`config.mk`:
```
export PLATFORM = sky130hd
export DESIGN_NAME = mem_arbiter_flat
export DESIGN_NICKNAME = d
export VERILOG_FILES = /design/src/rtl/mem_arb_pkg.sv /design/src/rtl/mem_arbiter_if.sv /design/src/rtl/mem_arb_pick.sv /design/src/rtl/mem_arbiter.sv /design/src/flat_wrapper.sv
export SDC_FILE = /design/constraint.sdc
export NUM_CORES = 1
export LEC_CHECK = 0
export ABC_CLOCK_PERIOD_IN_PS = 4300
export BUFFER_PORTS_ARGS = -buffer_cell sky130_fd_sc_hd__buf_2
export CAP_MARGIN = 0
export CORE_AREA = 2 2 538 540
export CTS_CLUSTER_DIAMETER = 30
export DETAILED_ROUTE_END_ITERATION = 7
export DIE_AREA = 0 0 540 542
export PLACE_DENSITY = 0.3
export SLEW_MARGIN = 20
export SYNTH_ARGS = -nofsm -noshare
export SYNTH_HDL_FRONTEND = slang
export SYNTH_SLANG_ARGS = --single-unit
```
`constraint.sdc`:
```
create_clock -name clk -period 4.3 [get_ports clk]
set_input_delay 0.43 -clock clk [delete_from_list [all_inputs] [get_ports clk]]
set_output_delay 0.43 -clock clk [all_outputs]
set_load 0.005 [all_outputs]
```
`src/rtl/mem_arb_pkg.sv`:
```
// rtl/mem_arb_pkg.sv - shared widths and FSM state encoding for the memory arbiter
package mem_arb_pkg;

    localparam int ADDR_W_DEF = 28;
    localparam int LINE_W_DEF = 256;

    typedef enum logic [1:0] {
        IDLE = 2'b00,
        BUSY = 2'b01,
        DONE = 2'b10
    } arb_state_t;

endpackage

```
`src/rtl/mem_arbiter_if.sv`:
```
// rtl/mem_arbiter_if.sv - requester and main-memory bundle for the two-port arbiter
interface mem_arbiter_if
    import mem_arb_pkg::*;
#(
    parameter int ADDR_W = ADDR_W_DEF,
    parameter int LINE_W = LINE_W_DEF
);

    // Requester side: port 0 is the I-cache, port 1 the D-cache
    logic [ADDR_W-1:0] rq0_addr;
    logic [ADDR_W-1:0] rq1_addr;
    logic [LINE_W-1:0] rq0_wr;
    logic [LINE_W-1:0] rq1_wr;
    logic              rq0_rw;
    logic              rq1_rw;
    logic              rq0_valid;
    logic              rq1_valid;
    logic              rq0_ready;
    logic              rq1_ready;
    logic [LINE_W-1:0] rq_rd;

    // Main-memory side
    logic [ADDR_W-1:0] mem_addr;
    logic [LINE_W-1:0] mem_wr;
    logic              mem_rw;
    logic              mem_valid_out;
    logic [LINE_W-1:0] mem_rd;
    logic              mem_ready;

    logic [1:0]        gnt;

    // Arbiter view
    modport slave (
        input  rq0_addr, rq1_addr, rq0_wr, rq1_wr, rq0_rw, rq1_rw,
        input  rq0_valid, rq1_valid, mem_rd, mem_ready,
        output rq0_ready, rq1_ready, rq_rd,
        output mem_addr, mem_wr, mem_rw, mem_valid_out, gnt
    );

    // Requesters plus memory model view
    modport master (
        output rq0_addr, rq1_addr, rq0_wr, rq1_wr, rq0_rw, rq1_rw,
        output rq0_valid, rq1_valid, mem_rd, mem_ready,
        input  rq0_ready, rq1_ready, rq_rd,
        input  mem_addr, mem_wr, mem_rw, mem_valid_out, gnt
    );

endinterface

```
`src/rtl/mem_arb_pick.sv`:
```
// rtl/mem_arb_pick.sv - combinational two-way winner select with last-owner tie break
module mem_arb_pick
    import mem_arb_pkg::*;
(
    input  logic       v0,
    input  logic       v1,
    input  logic       last,
    output logic [1:0] gnt
);

    // On a tie the port that did not own the bus last wins; a lone request always wins
    always_comb begin
        gnt = 2'b00;
        if (v0 && v1) begin
            gnt = last ? 2'b01 : 2'b10;
        end else if (v0) begin
            gnt = 2'b01;
        end else if (v1) begin
            gnt = 2'b10;
        end
    end

endmodule

```
`src/rtl/mem_arbiter.sv`:
```
// rtl/mem_arbiter.sv - two-port cache-line arbiter to main memory; MEM_ARB_RR_EN enables round-robin ties
module mem_arbiter
    import mem_arb_pkg::*;
#(
    parameter int ADDR_W = ADDR_W_DEF,
    parameter int LINE_W = LINE_W_DEF
)(
    input  logic          clk,
    input  logic          rst_n,
    mem_arbiter_if.slave  bus
);

    arb_state_t        state;
    arb_state_t        state_nx;
    logic [1:0]        gnt_q;
    logic [1:0]        pick_gnt;
    logic              pick_last;
    logic [ADDR_W-1:0] addr_q;
    logic [LINE_W-1:0] wr_q;
    logic              rw_q;
    logic [LINE_W-1:0] rd_q;

`ifdef MEM_ARB_RR_EN
    logic last_q;

    // Remember who was served last; reset favours port 0 on the first tie
    always_ff @(posedge clk or negedge rst_n) begin
        if (!rst_n) begin
            last_q <= 1'b1;
        end else if (state == IDLE && pick_gnt != 2'b00) begin
            last_q <= pick_gnt[1];
        end
    end

    assign pick_last = last_q;
`else
    // A fixed "port 0 was last" makes the D-cache win every tie
    assign pick_last = 1'b0;
`endif

    mem_arb_pick u_pick (
        .v0   (bus.rq0_valid),
        .v1   (bus.rq1_valid),
        .last (pick_last),
        .gnt  (pick_gnt)
    );

    // State register
    always_ff @(posedge clk or negedge rst_n) begin
        if (!rst_n) begin
            state <= IDLE;
        end else begin
            state <= state_nx;
        end
    end

    // Next state: a grant starts a transaction, mem_ready ends it, DONE lasts one cycle
    always_comb begin
        state_nx = state;
        case (state)
            IDLE:    if (pick_gnt != 2'b00) state_nx = BUSY;
            BUSY:    if (bus.mem_ready)     state_nx = DONE;
            DONE:    state_nx = IDLE;
            default: state_nx = IDLE;
        endcase
    end

    // Outputs decoded from state: request strobe while busy, owner's ready pulse in DONE
    always_comb begin
        bus.mem_valid_out = (state == BUSY);
        bus.rq0_ready     = (state == DONE) && gnt_q[0];
        bus.rq1_ready     = (state == DONE) && gnt_q[1];
    end

    // Datapath: latch the winner's request at grant, the memory line on completion
    always_ff @(posedge clk or negedge rst_n) begin
        if (!rst_n) begin
            gnt_q  <= 2'b00;
            addr_q <= '0;
            wr_q   <= '0;
            rw_q   <= 1'b0;
            rd_q   <= '0;
        end else begin
            case (state)
                IDLE: begin
                    if (pick_gnt != 2'b00) begin
                        gnt_q  <= pick_gnt;
                        addr_q <= pick_gnt[1] ? bus.rq1_addr : bus.rq0_addr;
                        wr_q   <= pick_gnt[1] ? bus.rq1_wr   : bus.rq0_wr;
                        rw_q   <= pick_gnt[1] ? bus.rq1_rw   : bus.rq0_rw;
                    end
                end
                BUSY: begin
                    if (bus.mem_ready) begin
                        rd_q <= bus.mem_rd;
                    end
                end
                DONE: begin
                    gnt_q <= 2'b00;
                end
                default: begin
                    gnt_q <= 2'b00;
                end
            endcase
        end
    end

    assign bus.mem_addr = addr_q;
    assign bus.mem_wr   = wr_q;
    assign bus.mem_rw   = rw_q;
    assign bus.rq_rd    = rd_q;
    assign bus.gnt      = gnt_q;

endmodule

```
`src/flat_wrapper.sv`:
```
// flat-port wrapper written by rule: the top's interface ports become plain ports
module mem_arbiter_flat import mem_arb_pkg::*;
#(
    parameter int ADDR_W = ADDR_W_DEF,
    parameter int LINE_W = LINE_W_DEF
)
  (clk, rst_n, bus_rq0_addr, bus_rq1_addr, bus_rq0_wr, bus_rq1_wr, bus_rq0_rw, bus_rq1_rw, bus_rq0_valid, bus_rq1_valid, bus_mem_rd, bus_mem_ready, bus_rq0_ready, bus_rq1_ready, bus_rq_rd, bus_mem_addr, bus_mem_wr, bus_mem_rw, bus_mem_valid_out, bus_gnt);
  mem_arbiter_if #(.ADDR_W(ADDR_W), .LINE_W(LINE_W)) bus_i ();
  input  logic clk;
  input  logic rst_n;
  input wire logic [$bits(bus_i.rq0_addr)-1:0] bus_rq0_addr;
  input wire logic [$bits(bus_i.rq1_addr)-1:0] bus_rq1_addr;
  input wire logic [$bits(bus_i.rq0_wr)-1:0] bus_rq0_wr;
  input wire logic [$bits(bus_i.rq1_wr)-1:0] bus_rq1_wr;
  input wire logic [$bits(bus_i.rq0_rw)-1:0] bus_rq0_rw;
  input wire logic [$bits(bus_i.rq1_rw)-1:0] bus_rq1_rw;
  input wire logic [$bits(bus_i.rq0_valid)-1:0] bus_rq0_valid;
  input wire logic [$bits(bus_i.rq1_valid)-1:0] bus_rq1_valid;
  input wire logic [$bits(bus_i.mem_rd)-1:0] bus_mem_rd;
  input wire logic [$bits(bus_i.mem_ready)-1:0] bus_mem_ready;
  output wire logic [$bits(bus_i.rq0_ready)-1:0] bus_rq0_ready;
  output wire logic [$bits(bus_i.rq1_ready)-1:0] bus_rq1_ready;
  output wire logic [$bits(bus_i.rq_rd)-1:0] bus_rq_rd;
  output wire logic [$bits(bus_i.mem_addr)-1:0] bus_mem_addr;
  output wire logic [$bits(bus_i.mem_wr)-1:0] bus_mem_wr;
  output wire logic [$bits(bus_i.mem_rw)-1:0] bus_mem_rw;
  output wire logic [$bits(bus_i.mem_valid_out)-1:0] bus_mem_valid_out;
  output wire logic [$bits(bus_i.gnt)-1:0] bus_gnt;
  assign bus_i.rq0_addr = bus_rq0_addr;
  assign bus_i.rq1_addr = bus_rq1_addr;
  assign bus_i.rq0_wr = bus_rq0_wr;
  assign bus_i.rq1_wr = bus_rq1_wr;
  assign bus_i.rq0_rw = bus_rq0_rw;
  assign bus_i.rq1_rw = bus_rq1_rw;
  assign bus_i.rq0_valid = bus_rq0_valid;
  assign bus_i.rq1_valid = bus_rq1_valid;
  assign bus_i.mem_rd = bus_mem_rd;
  assign bus_i.mem_ready = bus_mem_ready;
  assign bus_rq0_ready = bus_i.rq0_ready;
  assign bus_rq1_ready = bus_i.rq1_ready;
  assign bus_rq_rd = bus_i.rq_rd;
  assign bus_mem_addr = bus_i.mem_addr;
  assign bus_mem_wr = bus_i.mem_wr;
  assign bus_mem_rw = bus_i.mem_rw;
  assign bus_mem_valid_out = bus_i.mem_valid_out;
  assign bus_gnt = bus_i.gnt;
  mem_arbiter #(.ADDR_W(ADDR_W), .LINE_W(LINE_W)) u_core (.clk(clk), .rst_n(rst_n), .bus(bus_i));
endmodule
```
==> results by group, run 1 <==
Status
  • Outcome: finished, final reports clean

CTS
  • CTS Buf Count: about 210
  • Post_cts resized: 0
  • Postcts setup bufs: 0
  • Post-CTS Hold Fix Bufs: 800
  • CTS H-tree depth: 4
  • Clock Path Buffers: 4
  • CTS root buf: clkbuf_16
  • Clock network latency to the later pin of the worst-skew pair: 810 ps
  • CTS sink count: 545
  • CTS tree: done
  • Clock transition at path regs: 40 ps

Worst setup path
  • CP peak stage delay: approximately 630 ps
  • Reg-to-reg startpoint: u_core.state[0]
  • Critical path cell sequence: nor2b_4 > and2_4 > buf_4 > mux2_2
  • CP max-delay cell: and2_4
  • WP buf/inv: 1
  • Crit start category: flop
  • CP Launch Point: u_core.state[0]
  • Top delay family on crit path: simple AND/OR/NAND/NOR gates
  • Worst-path maximum fanout: 35
  • Setup Crit Path Kind: flop to flop
  • Worst Path Required: 5020 ps
  • Worst Path Arrival: between 3000 and 4000 ps
  • Crit. End Element: flop

Synth
  • Synth top area share: 0.552
  • Synthesized instance count: 1477
  • EDFF count, synth: 0
  • Largest area contributor in the netlist: dfrtp_1
  • Syn Area/Cell: between 15 and 20 um2
  • Mapped cell area: 24700 um2
  • Most common cell in the netlist: mux2_2
  • Netlist cell types: 20
  • Top cells by count, synth: 606 x mux2_2, 545 x dfrtp_1, 220 x mux2_4
  • Post-synthesis sequential area ratio: 0.552
  • Yosys reg bits: 545
  • Yosys warning total: 0
  • Share of flip-flops with an asynchronous set or reset: 1.00
  • Ys flop type: dfrtp_1
  • Net Count, Synth: 2308
  • Synth top area cells: dfrtp_1 55%, mux2_2 28%, mux2_4 13%

Flow run
  • Maxcap violations: 0

Floorplan
  • Die X: roughly 540 um
  • Rows: 197
  • Number of I/O pins: 1377
  • Initial Utilization: 0.0862
  • DIE HEIGHT: 542 um
  • Core Region: about 290000 um2
  • Die area: 293000 um2

Timing
  • Final worst-path cycle share: 0.552
  • Highest clock rate: ~0.42 GHz
  • RSZ-0062 raised after global routing: false
  • Setup TNS: 0 ps
  • Final min period: 2370 ps
  • Clock Skew: 41.5 ps
  • Worst-margin pin slew: 810 ps
  • Max-slew violations: 0
  • Hold Vio Cnt, Final: 0
  • Final setup vio count: 0
  • Slew margin rel.: 0.460

Layout
  • Share of layout cells above drive strength 1: 0.648
  • Final cell count without fillers: between 7000 and 8000
  • Synth-to-Final Area Change: 107%
  • Nets: ~4600

Route
  • First-pass DRT Iterations: 6
  • Via count: roughly 23000
  • Residual DRC count: 0
  • Post-route ant nets: 0
  • Vias/cell: approximately 3
  • Iteration-0 DRC Markers: 698
  • Post-Route WL: 192000 um
  • WL/cell: 24.6 um

Power
  • Peak supply drop: slightly below 0.3 mV
  • Leakage power: ~23 nW
  • Pwr/cell area: roughly 710 nW/um2

Global route
  • Busiest grt layer: met2
  • M1 GR Usage: 0.132
  • Total global routing overflow: 0
  • Number of global-route vias before repair: 25404
  • First-pass GRT wire length: 247000 um
  • Met3 Usage GRT: 0.0800
  • Initial antenna violation count: 154
  • Met2 usage: 0.205
  • Largest net degree at the start of global routing: 93
  • Tot GR Track Use: 0.127

Placement
  • Inst Count DP: 6583
  • Gp weighted congestion: 0.894
  • HPWL Detailed: 162000 um
  • PortBufs: 1376

Worst hold path
  • Worst hold path type: input port to flop
  • Min-delay src: bus_rq1_wr[202]
-- report_power, final --
part           switching, mW  internal [mW]  leakage [nW]
Clock                   4.35           10.3          3.44
Combinational           5.99           6.26          13.0
Sequential              1.54           7.82          6.39
Total                   11.9           24.4          22.9
-- cell families (layout without fill, tap and decap cells) --
logic type | count (synthesis) | in the layout | synth area share
multiplexers | 826 | 826 | 0.410
flip-flops | 545 | 545 | 0.552
buffers and inverters | 94 | 2590 | 0.0350
AND/OR/NAND/NOR | 9 | 9 | 0.00304
AO/OA/AOI/OAI | 3 | 3 | 0.000810
other | 0 | 60 | 0
-- placed cells by master, fill, tap and decap left out --
master	count
and2_4	1
nor2b_1	1
mux2_2	606
buf_8	2
nor3_4	1
buf_2	1374
clkinv_8	3
nor3b_1	1
a211oi_1	1
buf_4	28
mux2_4	220
dlygate4sd3_1	800
clkinv_2	42
nand2b_1	1
clkbuf_8	56
a21o_1	1
and3b_1	1
clkbuf_16	208
clkinv_16	6
inv_16	2
dfrtp_1	545
bufinv_16	11
clkinvlp_4	1
diode_2	60
buf_12	13
inv_1	2
nor2b_4	1
nor2_1	2
a21oi_1	1
clkbuf_1	42
-- per-layer routing --
metal | up-vias | wire [um]
met5 | - | 553
met3 | 477 | 27300
met4 | 86 | 7530
li1 | 10182 | -
met1 | 11120 | 69500
met2 | 1363 | 87400
-- final cells by class --
class / count / area [um2]
diodes: 60 / 150
clock buffers: 306 / 6130
inverters: 2 / 7.51
fillers: 31862 / 236000
flip-flops and latches: 545 / 13600
repair buffers: 2217 / 15400
multi-input cells: 838 / 10200
clock inverters: 65 / 817
well taps: 3781 / 4730
-- through the flow --
stage / util / power, mW / worst slack [ps] / cell area, um2 / hold WS (ps)
2_1_floorplan: - / 14.5 / 2560 / 24700 / 134
5_1_grt: 0.178 / 38.3 / 1770 / 51000 / 17.0
4_1_cts: 0.178 / 37.2 / 1860 / 50900 / 0.629
3_5_place_dp: 0.125 / 21.3 / 1760 / 36000 / 486
3_3_place_gp: 0.125 / 21.3 / 1750 / 36000 / 484
6_report: 0.178 / 36.3 / 1930 / 51100 / 72.1
-- path summary, 6_finish.rpt --
kind	depth (start not counted)	endpoint	slack (ps)
worst max-delay path	4	u_core.bus.rq_rd[7]	1930
worst min-delay path	3	u_core.bus.mem_wr[202]	70
worst max register to register	4	u_core.bus.rq_rd[7]	1930
worst min register to register	1	u_core.bus.mem_wr[59]	490
max in group asynchronous	3	u_core.bus.mem_wr[239]	2900
min in group asynchronous	2	u_core.bus.rq_rd[195]	210
-- state kept, by name, summed over array words and instances, names as in the netlist --
name and cells:
u_core.state 2, u_core.bus.mem_wr 256, u_core.bus.rq_rd 256, u_core.bus.mem_addr 28, u_core.bus.gnt 2, u_core.bus.mem_rw 1
-- worst min-delay path, delay by kind of cell --
family | cells | cell delay (ps)
buffers and inverters | 1 | 110
multiplexers | 2 | 270
(Power assumes the default switching activity.)
==> run 2, diff against run 1 <==
ABC_CLOCK_PERIOD_IN_PS = 2190   (was 4300)
CORE_AREA = 2 2 540 542   (was 2 2 538 540)
DIE_AREA = 0 0 542 544   (was 0 0 540 542)
clock period = 2.19 ns   (was 4.3 ns; I/O delays follow)
==> results by group, run 2 (synthesis gave the netlist of run 1 again) <==
Route
  • Vias/cell: 2.96 (-0.37%)
  • Met3 Routed Length: 24700 um (-9.6%)
  • Residual DRC count: 0 (unchanged)
  • Met1 WL: 69100 um (-0.59%)
  • Met2 wire length: 88600 um (+1.4%)
  • WL/cell: 24.0 um (-2.3%)
  • Post-route ant nets: 0 (unchanged)
  • Post-Route WL: 190000 um (-0.99%)
  • Uppermost layer routed: met5
  • First-pass DRT Iterations: 4 (-2)
  • Iteration-0 DRC Markers: 771 (+10%)
  • Via count: 23452 (+0.96%)

Floorplan
  • Die area: 295000 um2 (+0.74%)
  • Core Region: 289000 um2 (+0.85%)
  • Die X: 542 um (+0.37%)
  • Initial Utilization: 0.0854 (-0.000729)
  • Rows: 198 (+0.51%)
  • Number of I/O pins: 1377 (unchanged)
  • DIE HEIGHT: 544 um (+0.37%)

Power
  • Peak supply drop: 0.684 mV (+130%)
  • Leakage power: 23.1 nW (+0.98%)
  • Total power: 70.6 mW (+94%)
  • Pwr/cell area: 1370 nW/um2 (+93%)

Timing
  • Worst hold slack: 105 ps (+32.4 ps)
  • Setup TNS: 0 ps (unchanged)
  • Hold Vio Cnt, Final: 0 (unchanged)
  • Final min period: about 2000 ps
  • Slew margin rel.: 0.537 (+0.0770)
  • Worst-margin pin slew: 694 ps (-116 ps)
  • Clock Skew: 71.2 ps (+29.7 ps)
  • RSZ-0062 raised after global routing: false
  • Highest clock rate: a little over 0.5 GHz
  • Fin worst setup slack: 227 ps (-1700 ps)
  • Final worst-path cycle share: 0.896
  • Final setup vio count: 0 (unchanged)
  • Max-slew violations: 0 (unchanged)

CTS
  • CTS tree: done
  • CTS Buf Count: 206 (-0.48%)
  • Clock transition at path regs: 40 ps (about the same)
  • CTS root buf: clkbuf_16
  • Clock network latency to the later pin of the worst-skew pair: 870 ps (+60 ps)
  • Clock Path Buffers: 4 (unchanged)
  • Postcts setup bufs: 0 (unchanged)
  • CTS sink count: 545 (unchanged)
  • CTS H-tree depth: 4 (unchanged)
  • Post_cts resized: 0 (unchanged)

Placement
  • PortBufs: 1376 (unchanged)
  • Inst Count DP: 6636 (+0.81%)
  • Pre-CTS setup slack: 248 ps (-1510 ps)
  • HPWL Detailed: 161000 um (-0.80%)
  • Gp weighted congestion: 0.827 (-7.5%)
  • Placed Area: 36400 um2 (+1.1%)

Global route
  • First-pass GRT wire length: 242000 um (-1.8%)
  • Tot GR Track Use: 0.124 (-0.00288)
  • Total global routing overflow: 0 (unchanged)
  • Number of global-route vias before repair: 25545 (+0.56%)
  • Initial antenna violation count: 166 (+7.8%)
  • Largest net degree at the start of global routing: 88 (-5.4%)

Worst setup path
  • CP max-delay cell: dfrtp_1
  • CP peak stage delay: 490 ps (-140 ps)
  • Worst Path Required: 1970 ps (-3050 ps)
  • Top delay family on crit path: flip-flops
  • WP buf/inv: 1 (unchanged)
  • Worst Path Arrival: 1740 ps (-1350 ps)
  • Critical path cell sequence: nor3b_1 > buf_2
  • Setup Crit Path Kind: flop to output port
  • Crit start category: flop
  • Crit. End Element: output port
  • Worst-path maximum fanout: 6 (-83%)

Layout
  • Synth-to-Final Area Change: 109%
  • Most common cell after layout, fill and taps aside: buf_2
  • Util after Layout: 0.178 (+0.000210)
  • Nets: 4705 (+1.4%)
  • Post-route cell area: 51600 um2 (+0.97%)
  • Commonest non-fill, non-tap cells in the layout: 1374 x buf_2, 830 x dlygate4sd3_1, 606 x mux2_2, 545 x dfrtp_1, 220 x mux2_4
  • Final cell count without fillers: 7919 (+1.3%)
  • Share of layout cells above drive strength 1: 0.644 (-0.00414)

Status
  • Outcome: finished, final reports clean

Flow run
  • Maxcap violations: 0 (unchanged)

Worst hold path
  • Worst hold path type: input port to async pin
run 2: worst paths after layout:
check / from / end / slack (ps) / depth (start not counted)
worst max-delay path: u_core.state[1] / bus_rq0_ready / 230 / 2
worst min-delay path: rst_n / u_core.bus.rq_rd[14] / 100 / 3
worst max register to register: u_core.state[0] / u_core.bus.rq_rd[220] / 240 / 5
worst min register to register: u_core.bus.mem_wr[202] / u_core.bus.mem_wr[202] / 490 / 1
max in group asynchronous: rst_n / u_core.bus.mem_wr[238] / 1290 / 4
min in group clk: bus_mem_rd[111] / u_core.bus.rq_rd[111] / 110 / 3
run 2: tightest hold or removal path, stage by stage:
cell and delay, ps:
dlygate4sd3_1 560, buf_8 230, buf_12 280
run 2: layout make-up:
cell class / count / area [um2]
Fill cell: 32112 / 238000
Timing Repair Buffer: 2281 / 16100
Sequential cell: 545 / 13600
Multi-Input combinational cell: 838 / 10200
Clock buffer: 313 / 6110
Tap cell: 3800 / 4750
Clock inverter: 63 / 604
Antenna cell: 77 / 193
Inverter: 2 / 7.51
run 2: routing by layer:
metal,track usage,up-vias
li1,-,10345
met1,0.130,11239
met2,0.205,1375
met3,0.0708,407
met4,0.0476,86
met5,0,-
run 2: power by group:
group / total, mW / internal [mW] / switching (mW)
Sequential: 18.6 / 15.4 / 3.20
Combinational: 24.3 / 12.6 / 11.7
Clock: 27.7 / 19.4 / 8.36
Total: 70.6 / 47.3 / 23.3
run 2: what timing repair did:
action,4_1_cts,5_1_grt
endpoints found under the hold margin,1090,0
setup endpoints to repair,0,0
hold buffers,830,0
